### src/rtl/vga_timing_gen.sv
// VGA raster timing generator: pixel divider, X/Y scan counters, sync/blank decode and a
// pixel-tick delay line that keeps sync/blank aligned with painter RGB. Optional macro: VGA_FRAME_CNT_EN.
module vga_timing_gen #(
    parameter int   H_ACTIVE = 640,
    parameter int   H_FP     = 16,
    parameter int   H_SYNC   = 96,
    parameter int   H_BP     = 48,
    parameter int   V_ACTIVE = 480,
    parameter int   V_FP     = 10,
    parameter int   V_SYNC   = 2,
    parameter int   V_BP     = 33,
    parameter int   CLK_DIV  = 2,
    parameter int   SYNC_DLY = 1,
    parameter logic HS_POL   = 1'b0,
    parameter logic VS_POL   = 1'b0
) (
    input  logic        clk,
    input  logic        rst_n,
    input  logic        en,
    output logic [9:0]  X,
    output logic [9:0]  Y,
    output logic        pix_tick,
    output logic        vga_clk,
    output logic        hsync,
    output logic        vsync,
    output logic        blank_n,
    output logic        sync_n,
    output logic        frame_start
`ifdef VGA_FRAME_CNT_EN
    ,
    output logic [15:0] frame_cnt
`endif
);

    localparam int H_TOTAL = H_ACTIVE + H_FP + H_SYNC + H_BP;
    localparam int V_TOTAL = V_ACTIVE + V_FP + V_SYNC + V_BP;
    localparam int DIV_W   = (CLK_DIV > 2) ? $clog2(CLK_DIV) : 1;

    localparam logic [DIV_W-1:0] DIV_LAST = DIV_W'(CLK_DIV - 1);
    localparam logic [DIV_W-1:0] DIV_HALF = DIV_W'(CLK_DIV / 2);

    localparam logic [9:0] H_LAST = 10'(H_TOTAL - 1);
    localparam logic [9:0] V_LAST = 10'(V_TOTAL - 1);
    localparam logic [9:0] H_ACT  = 10'(H_ACTIVE);
    localparam logic [9:0] V_ACT  = 10'(V_ACTIVE);
    localparam logic [9:0] HS_BEG = 10'(H_ACTIVE + H_FP);
    localparam logic [9:0] HS_END = 10'(H_ACTIVE + H_FP + H_SYNC);
    localparam logic [9:0] VS_BEG = 10'(V_ACTIVE + V_FP);
    localparam logic [9:0] VS_END = 10'(V_ACTIVE + V_FP + V_SYNC);

    typedef struct packed {
        logic hs;
        logic vs;
        logic active;
    } decode_t;

    logic [DIV_W-1:0] div_cnt_q, div_cnt_d;
    logic [9:0]       x_q, x_d;
    logic [9:0]       y_q, y_d;
    logic             vga_clk_q, vga_clk_d;
    logic             en_q;
    logic             line_end;
    logic             frame_end;
    decode_t          raw;
    decode_t          dly;

    // NOTE: every signal written here gets a default first, so no path leaves it unassigned
    // and no latch is inferred.
    always_comb begin
        div_cnt_d   = div_cnt_q;
        x_d         = x_q;
        y_d         = y_q;
        line_end    = (x_q == H_LAST);
        frame_end   = line_end && (y_q == V_LAST);
        pix_tick    = en && (div_cnt_q == DIV_LAST);
        frame_start = pix_tick && frame_end;

        if (en) begin
            div_cnt_d = pix_tick ? '0 : div_cnt_q + 1'b1;
        end

        if (pix_tick) begin
            x_d = line_end ? 10'd0 : x_q + 10'd1;
            if (line_end) begin
                y_d = (y_q == V_LAST) ? 10'd0 : y_q + 10'd1;
            end
        end

        // Register the divider's comparison so the DAC clock leaves a flop, glitch-free.
        vga_clk_d = (div_cnt_d >= DIV_HALF);
    end

    // NOTE: sequential state uses non-blocking assignments so every flop samples the
    // pre-edge values regardless of statement order.
    always_ff @(posedge clk or negedge rst_n) begin
        if (!rst_n) begin
            div_cnt_q <= '0;
            x_q       <= 10'd0;
            y_q       <= 10'd0;
            vga_clk_q <= 1'b0;
            en_q      <= 1'b0;
        end else begin
            div_cnt_q <= div_cnt_d;
            x_q       <= x_d;
            y_q       <= y_d;
            vga_clk_q <= vga_clk_d;
            en_q      <= en;
        end
    end

    always_comb begin
        raw        = '0;
        raw.active = (x_q < H_ACT) && (y_q < V_ACT);
        raw.hs     = (x_q >= HS_BEG) && (x_q < HS_END);
        raw.vs     = (y_q >= VS_BEG) && (y_q < VS_END);
    end

    generate
        if (SYNC_DLY == 0) begin : g_no_dly
            assign dly = raw;
        end else begin : g_dly
            decode_t stage_q [SYNC_DLY];

            // NOTE: this small shift register is reset (unlike a RAM) because its contents
            // reach the sync pins directly; stale stages would emit a bogus pulse.
            always_ff @(posedge clk or negedge rst_n) begin
                if (!rst_n) begin
                    for (int i = 0; i < SYNC_DLY; i++) begin
                        stage_q[i] <= '0;
                    end
                end else if (pix_tick) begin
                    stage_q[0] <= raw;
                    for (int i = 1; i < SYNC_DLY; i++) begin
                        stage_q[i] <= stage_q[i-1];
                    end
                end
            end

            assign dly = stage_q[SYNC_DLY-1];
        end
    endgenerate

`ifdef VGA_FRAME_CNT_EN
    logic [15:0] frame_cnt_q;

    always_ff @(posedge clk or negedge rst_n) begin
        if (!rst_n) begin
            frame_cnt_q <= 16'd0;
        end else if (frame_start) begin
            frame_cnt_q <= frame_cnt_q + 16'd1;
        end
    end

    assign frame_cnt = frame_cnt_q;
`endif

    // Blanking is forced off one clk after en drops, independent of the held delay line.
    assign X       = x_q;
    assign Y       = y_q;
    assign vga_clk = vga_clk_q;
    assign hsync   = dly.hs ? HS_POL : ~HS_POL;
    assign vsync   = dly.vs ? VS_POL : ~VS_POL;
    assign sync_n  = ~(dly.hs | dly.vs);
    assign blank_n = dly.active && en_q;

endmodule

### config.mk
export PLATFORM = sky130hd
export DESIGN_NAME = vga_timing_gen
export DESIGN_NICKNAME = d
export VERILOG_FILES = /design/src/rtl/vga_timing_gen.sv
export SDC_FILE = /design/constraint.sdc
export NUM_CORES = 1
export LEC_CHECK = 0
export CAP_MARGIN = 20
export CORE_ASPECT_RATIO = 0.7
export CORE_MARGIN = 5
export CORE_UTILIZATION = 30
export CTS_CLUSTER_SIZE = 8
export DETAILED_ROUTE_END_ITERATION = 8
export GPL_TIMING_DRIVEN = 0
export REMOVE_ABC_BUFFERS = 1
export SLEW_MARGIN = 20
export SYNTH_ARGS = -nofsm -noshare
export SYNTH_HDL_FRONTEND = slang
export SYNTH_SLANG_ARGS = --single-unit
### constraint.sdc
create_clock -name clk -period 1.6 [get_ports clk]
set_input_delay 0.32 -clock clk [delete_from_list [all_inputs] [get_ports clk]]
set_output_delay 0.32 -clock clk [all_outputs]
set_load 0.02 [all_outputs]
Word-level counts from Yosys, hierarchy flattened:

Index checks and enable logic that the tools add are counted.

* memories: 0
* RAM bits: 0
* memory bits (read-only): 0
* input port bits: 3
* logic and storage cells: 36
* output and inout port bits: 27
* latch bits: 0
* flip-flop bits (word level): 26

* bitwise gates (word level): 2
* multiplexer cells: 6
* $mul: 0
* add/subtract/negate cells: 3
* equal/unequal tests: 2
* reductions and logical operators: 8
* divide/modulo/power cells: 0
* shift-type cells: 0
* magnitude comparators: 7

Operators by type and width (number)
* $add 10x1->10 const B: 2
* $eq 10x10->1 const B: 2
* $lt 10x10->1 const B: 2
* $lt 10x9->1 const B: 2
* $mux 10: 2
* $ge 10x10->1 const B: 1
* $ge 10x9->1 const B: 1
* $logic_and 1x1->1: 7
* $mux 1: 4
* $reduce_and 2->1: 1
* $add 1x1->1 const B: 1
* $ge 1x1->1 const B: 1
* $not 1->1: 1
* $or 1x1->1: 1

Longest topological paths before layout:

* depth in word-level cells: 4
* gate-level depth with buffers: 6
* mapped depth without buffers: 6

Worst setup path after synthesis:

OpenSTA, ideal clock, no wires.

* kind: reg2out
* start point: reg div_cnt_q
* end point: out frame_start
* arrival: 1.656 ns
* data required time: 1.280 ns
* buffers on the path: 0
* path slack: -0.376 ns
* cell stages (with the launch flop): 5
* path through: dfrtp_1 > ha_1 > and4_1 > nand3_1 > nor2_1

* cells in the longest elaborated chain, start to end: 2

Ends and longest elaborated chain
* start, declared: RTL line 57 `logic [DIV_W-1:0] div_cnt_q, div_cnt_d;`
* start signal, assigned: RTL line 103 `div_cnt_q <= div_cnt_d;`
* $logic_and 1x1->1: RTL line 75 `pix_tick = en && (div_cnt_q == DIV_LAST);`
* via pix_tick: RTL line 22 `output logic pix_tick,`
* $logic_and 1x1->1: RTL line 76 `frame_start = pix_tick && frame_end;`
* end, declared: RTL line 28 `output logic frame_start`

The timed path passes the listed nets, and every way through them passes these cells.

Final worst setup path:

* start point: reg x_q[1], in the netlist X[1]
* end point: out frame_start

* cells in the longest elaborated chain, start to end: 3

Ends and longest elaborated chain
* start, declared: RTL line 58 `logic [9:0] x_q, x_d;`
* start signal, assigned: RTL line 98 `x_q <= 10'd0;`
* start signal, assigned: RTL line 104 `x_q <= x_d;`
* $eq 10x10->1: RTL line 73 `line_end = (x_q == H_LAST);`
* $logic_and 1x1->1: RTL line 74 `frame_end = line_end && (y_q == V_LAST);`
* $logic_and 1x1->1: RTL line 76

No other way between the ends.

==> qor.yml <==
run_status:
  outcome: "finished, violations left"
  violations: "setup timing"
worst_setup_path:
  cp_num_cells: 5
  timing.critical_path.fanout_max: 4
  rr_worst_depth: 6
  cp-start-kind: "register"
  critical_path.top_delay_family: "simple AND/OR/NAND/NOR gates"
  crit_arrival_ps: 1490
  cp-end-kind: "output port"
  crit-reg2reg-capture: "Y[9]"
  crit_path_max_incr_delay_ps: 430
  criticalPathCategory: "register to output port"
  setup.reg_to_reg.worst_slack_ps: -120
  r2r_start: "X[1]"
  critical_path_required_ps: 1280
  critical_path_buf_inv_count: 1
  crit_chain: "ha_4 -> and4_4 -> nand3_4 -> nor2_4 -> buf_6"
  critical_path.slowest_cell: "dfrtp_1"
floorplanning:
  core.rowCount: 20
  coreArea_um2: 4250
  fp.dieArea_um2: 5740
  start_util: 0.304
  fp.dieW_um: 88.5
  die_height_um: 64.9
  io_pins: 30
sta:
  final-max-slew-violation-count: 0
  worstMarginPinSlew_ps: 573
  finalSetupViolCount: 7
  final.period_utilization: 1.13
  hold_viol: 0
  finalWorstSetupSlack_ps: -211
  setup_repair_after_global_routing_missed_its_margin: "true"
  finalCriticalPeriod_ps: 1810
  fin_hold_ws_ps: 34.0
  setup_clock_skew_after_layout_ps: 7.96
  fmax_ghz: 0.552
  slew-limit-headroom: 0.618
global_route:
  first_global_vias: 1072
  grt_first_pass_wirelength_um: 5770
  grt-ovfl-total: 0
  number_of_antenna_violations_at_the_first_check_in_global_routing: 0
  pin_count_of_the_biggest_net_entering_global_routing: 26
  gr-usage-all-layers: 0.131
clocking:
  cts_hold_repair.buffers: 0
  cts_buffer_depth: 2
  worst_skew_pair.late_latency_ps: 270
  tritoncts: "built"
  clkSinkCount: 25
  clk_transition_reported_paths_ps: 90
  tritoncts.num_buffers: 3
  cts_root_buf: "clkbuf_8"
  cts-htree-levels: 1
power:
  vdd.ir_drop.worst_mv: 0.458
  seqPwrFrac: 0.447
  internal_portion_of_total_power_mw: 1.24
  p_sw_frac: 0.365
  power.combinational.fraction: 0.360
  power.leakage_nw: 0.926
  power.clock.fraction: 0.193
  total_power_mw: 1.96
  power_per_cell_area_nw_per_um2: 987
  power_switching_mw: 0.714
yosys:
  postSynthCellCount: 123
  most_used_standard_cell_by_instance_count_after_synthesis: "dfrtp_1"
  synth_top_flop_cell: "dfrtp_1"
  yosys-top-cells-area: "dfrtp_1 (48%), xnor2_1 (6.1%), ha_1 (4.8%)"
  synth_edf_count: 0
  avgSynthCellArea_um2: 10.5
  most_frequent_cells_after_synthesis: "dfrtp_1 (25), nand3_1 (11), nor2_1 (11), xnor2_1 (9), o21ai_0 (8)"
  synth.lib_cells_used.distinct: 35
  netlist.top_cell.by_area: "dfrtp_1"
  post-synth-top-area-fraction: 0.484
  synth.ff_latch_count: 25
  synthArstFlopShare: 1.00
  yosys_warnings: 0
  syn_area_um2: 1290
  sequential_element_share_of_the_synthesized_area: 0.484
flow_run:
  maxCapViolations: 0
place:
  place_congestion: 0.832
  placed_cell_area_um2: 1630
  pre_cts_ws_ps: -1490
  port_buffers: 29
  dpl.hpwl_um: 2220
route:
  postRouteAntennaNets: 0
  dr_total_vias: 1156
  drt-pass1-iter-count: 4
  vias_per_cell: 4.96
  post-route-drc-count: 0
  detailed_route_wl_um: 3660
  first_iter_violations: 76
  wl_per_cell_um: 15.7
finish:
  design_area_um2: 1980
  design.final.nets: 187
  nFillCells: 403
  drive_gt1_frac: 0.331
  antennaDiodeCount: 0
  syn2layout_area_growth_pct: 53.5
  area_of_the_multi_input_gates_um2: 731
  layout.area.seq_um2: 634
min_path:
  timing.hold.worst.class: "input port to asynchronous set/reset pin"
-- repair_timing --
item | CTS | global route
endpoints found under the setup margin | 42 | 14
buffers inserted | 13 | 13
pin swaps | 5 | 13
resized for setup | 63 | 15
-- power by group through the flow --
stage                     Combinational (mW)  Sequential, mW  Clock (mW)
after floorplan                        0.192           0.920           0
after global placement                 0.505           0.851           0
after detailed placement               0.521           0.852           0
after CTS                              0.631           0.861       0.398
after global routing                   0.770           0.894       0.428
final                                  0.704           0.875       0.378
-- registers in the layout, summed over array words and instances (netlist names) --
register   count
X             10
Y             10
dly            3
div_cnt_q      1
en_q           1
-- cell usage in the layout (no fill, tap or decap), types with 3 or more instances in the layout --
master and n:
nand3_1 9, dfrtp_2 7, dlygate4sd2_1 25, nor2_1 10
buf_6 9, nand4_1 4, ha_4 3, buf_4 18
xnor2_1 9, xor2_1 3, dfrtp_1 18, clkbuf_8 3
nand2_1 5, o21ai_0 8, inv_1 5
-- how the worst max path moves through the flow --
| stage | start | to | slack, ps |
|---|---|---|---|
| final | X[1] | frame_start | -210 |
| after detailed placement | en | frame_start | -1490 |
| after CTS | Y[0] | frame_start | -230 |
| after global placement | en | frame_start | -1470 |
| after global routing | Y[0] | frame_start | -280 |
| after floorplan | div_cnt_q | frame_start | -530 |
-- logic make-up (layout without fill, tap and decap cells) --
family | count (synthesis) | count (layout) | synth area share
compound gates | 16 | 16 | 0.0765
fa+ha+maj | 5 | 5 | 0.0484
xor+xnor | 12 | 12 | 0.0813
mux | 1 | 1 | 0.00774
buf+inv | 10 | 65 | 0.0329
flops | 25 | 25 | 0.484
simple gates | 54 | 54 | 0.269
-- area by class of cell --
cell class,count,share of cell area
multi-input combinational,88,0.368
sequential,25,0.320
timing repair buffer,54,0.240
tap,55,0.0347
clock buffer,3,0.0208
inverter,7,0.0132
clock inverter,1,0.00378
-- through the flow --
stage / TNS, ps / utilization / cells
floorplan: -4540 / - / 120
global placement: -15370 / 0.384 / 204
detailed placement: -14140 / 0.383 / 204
CTS: -376 / 0.433 / 221
global route: -1260 / 0.466 / 233
finish: -548 / 0.466 / 233
-- metal layers --
metal  global-route usage  share of wire  up-vias  routed length, µm
li1                     -              -      555                  -
met1                0.193           0.48      578               1750
met2                0.197           0.47       21               1740
met3               0.0292          0.041        2                151
met4               0.0226         0.0076        0                 28
met5                    0              0        -                  0
Note: power is estimated with default switching activity, not from simulation.
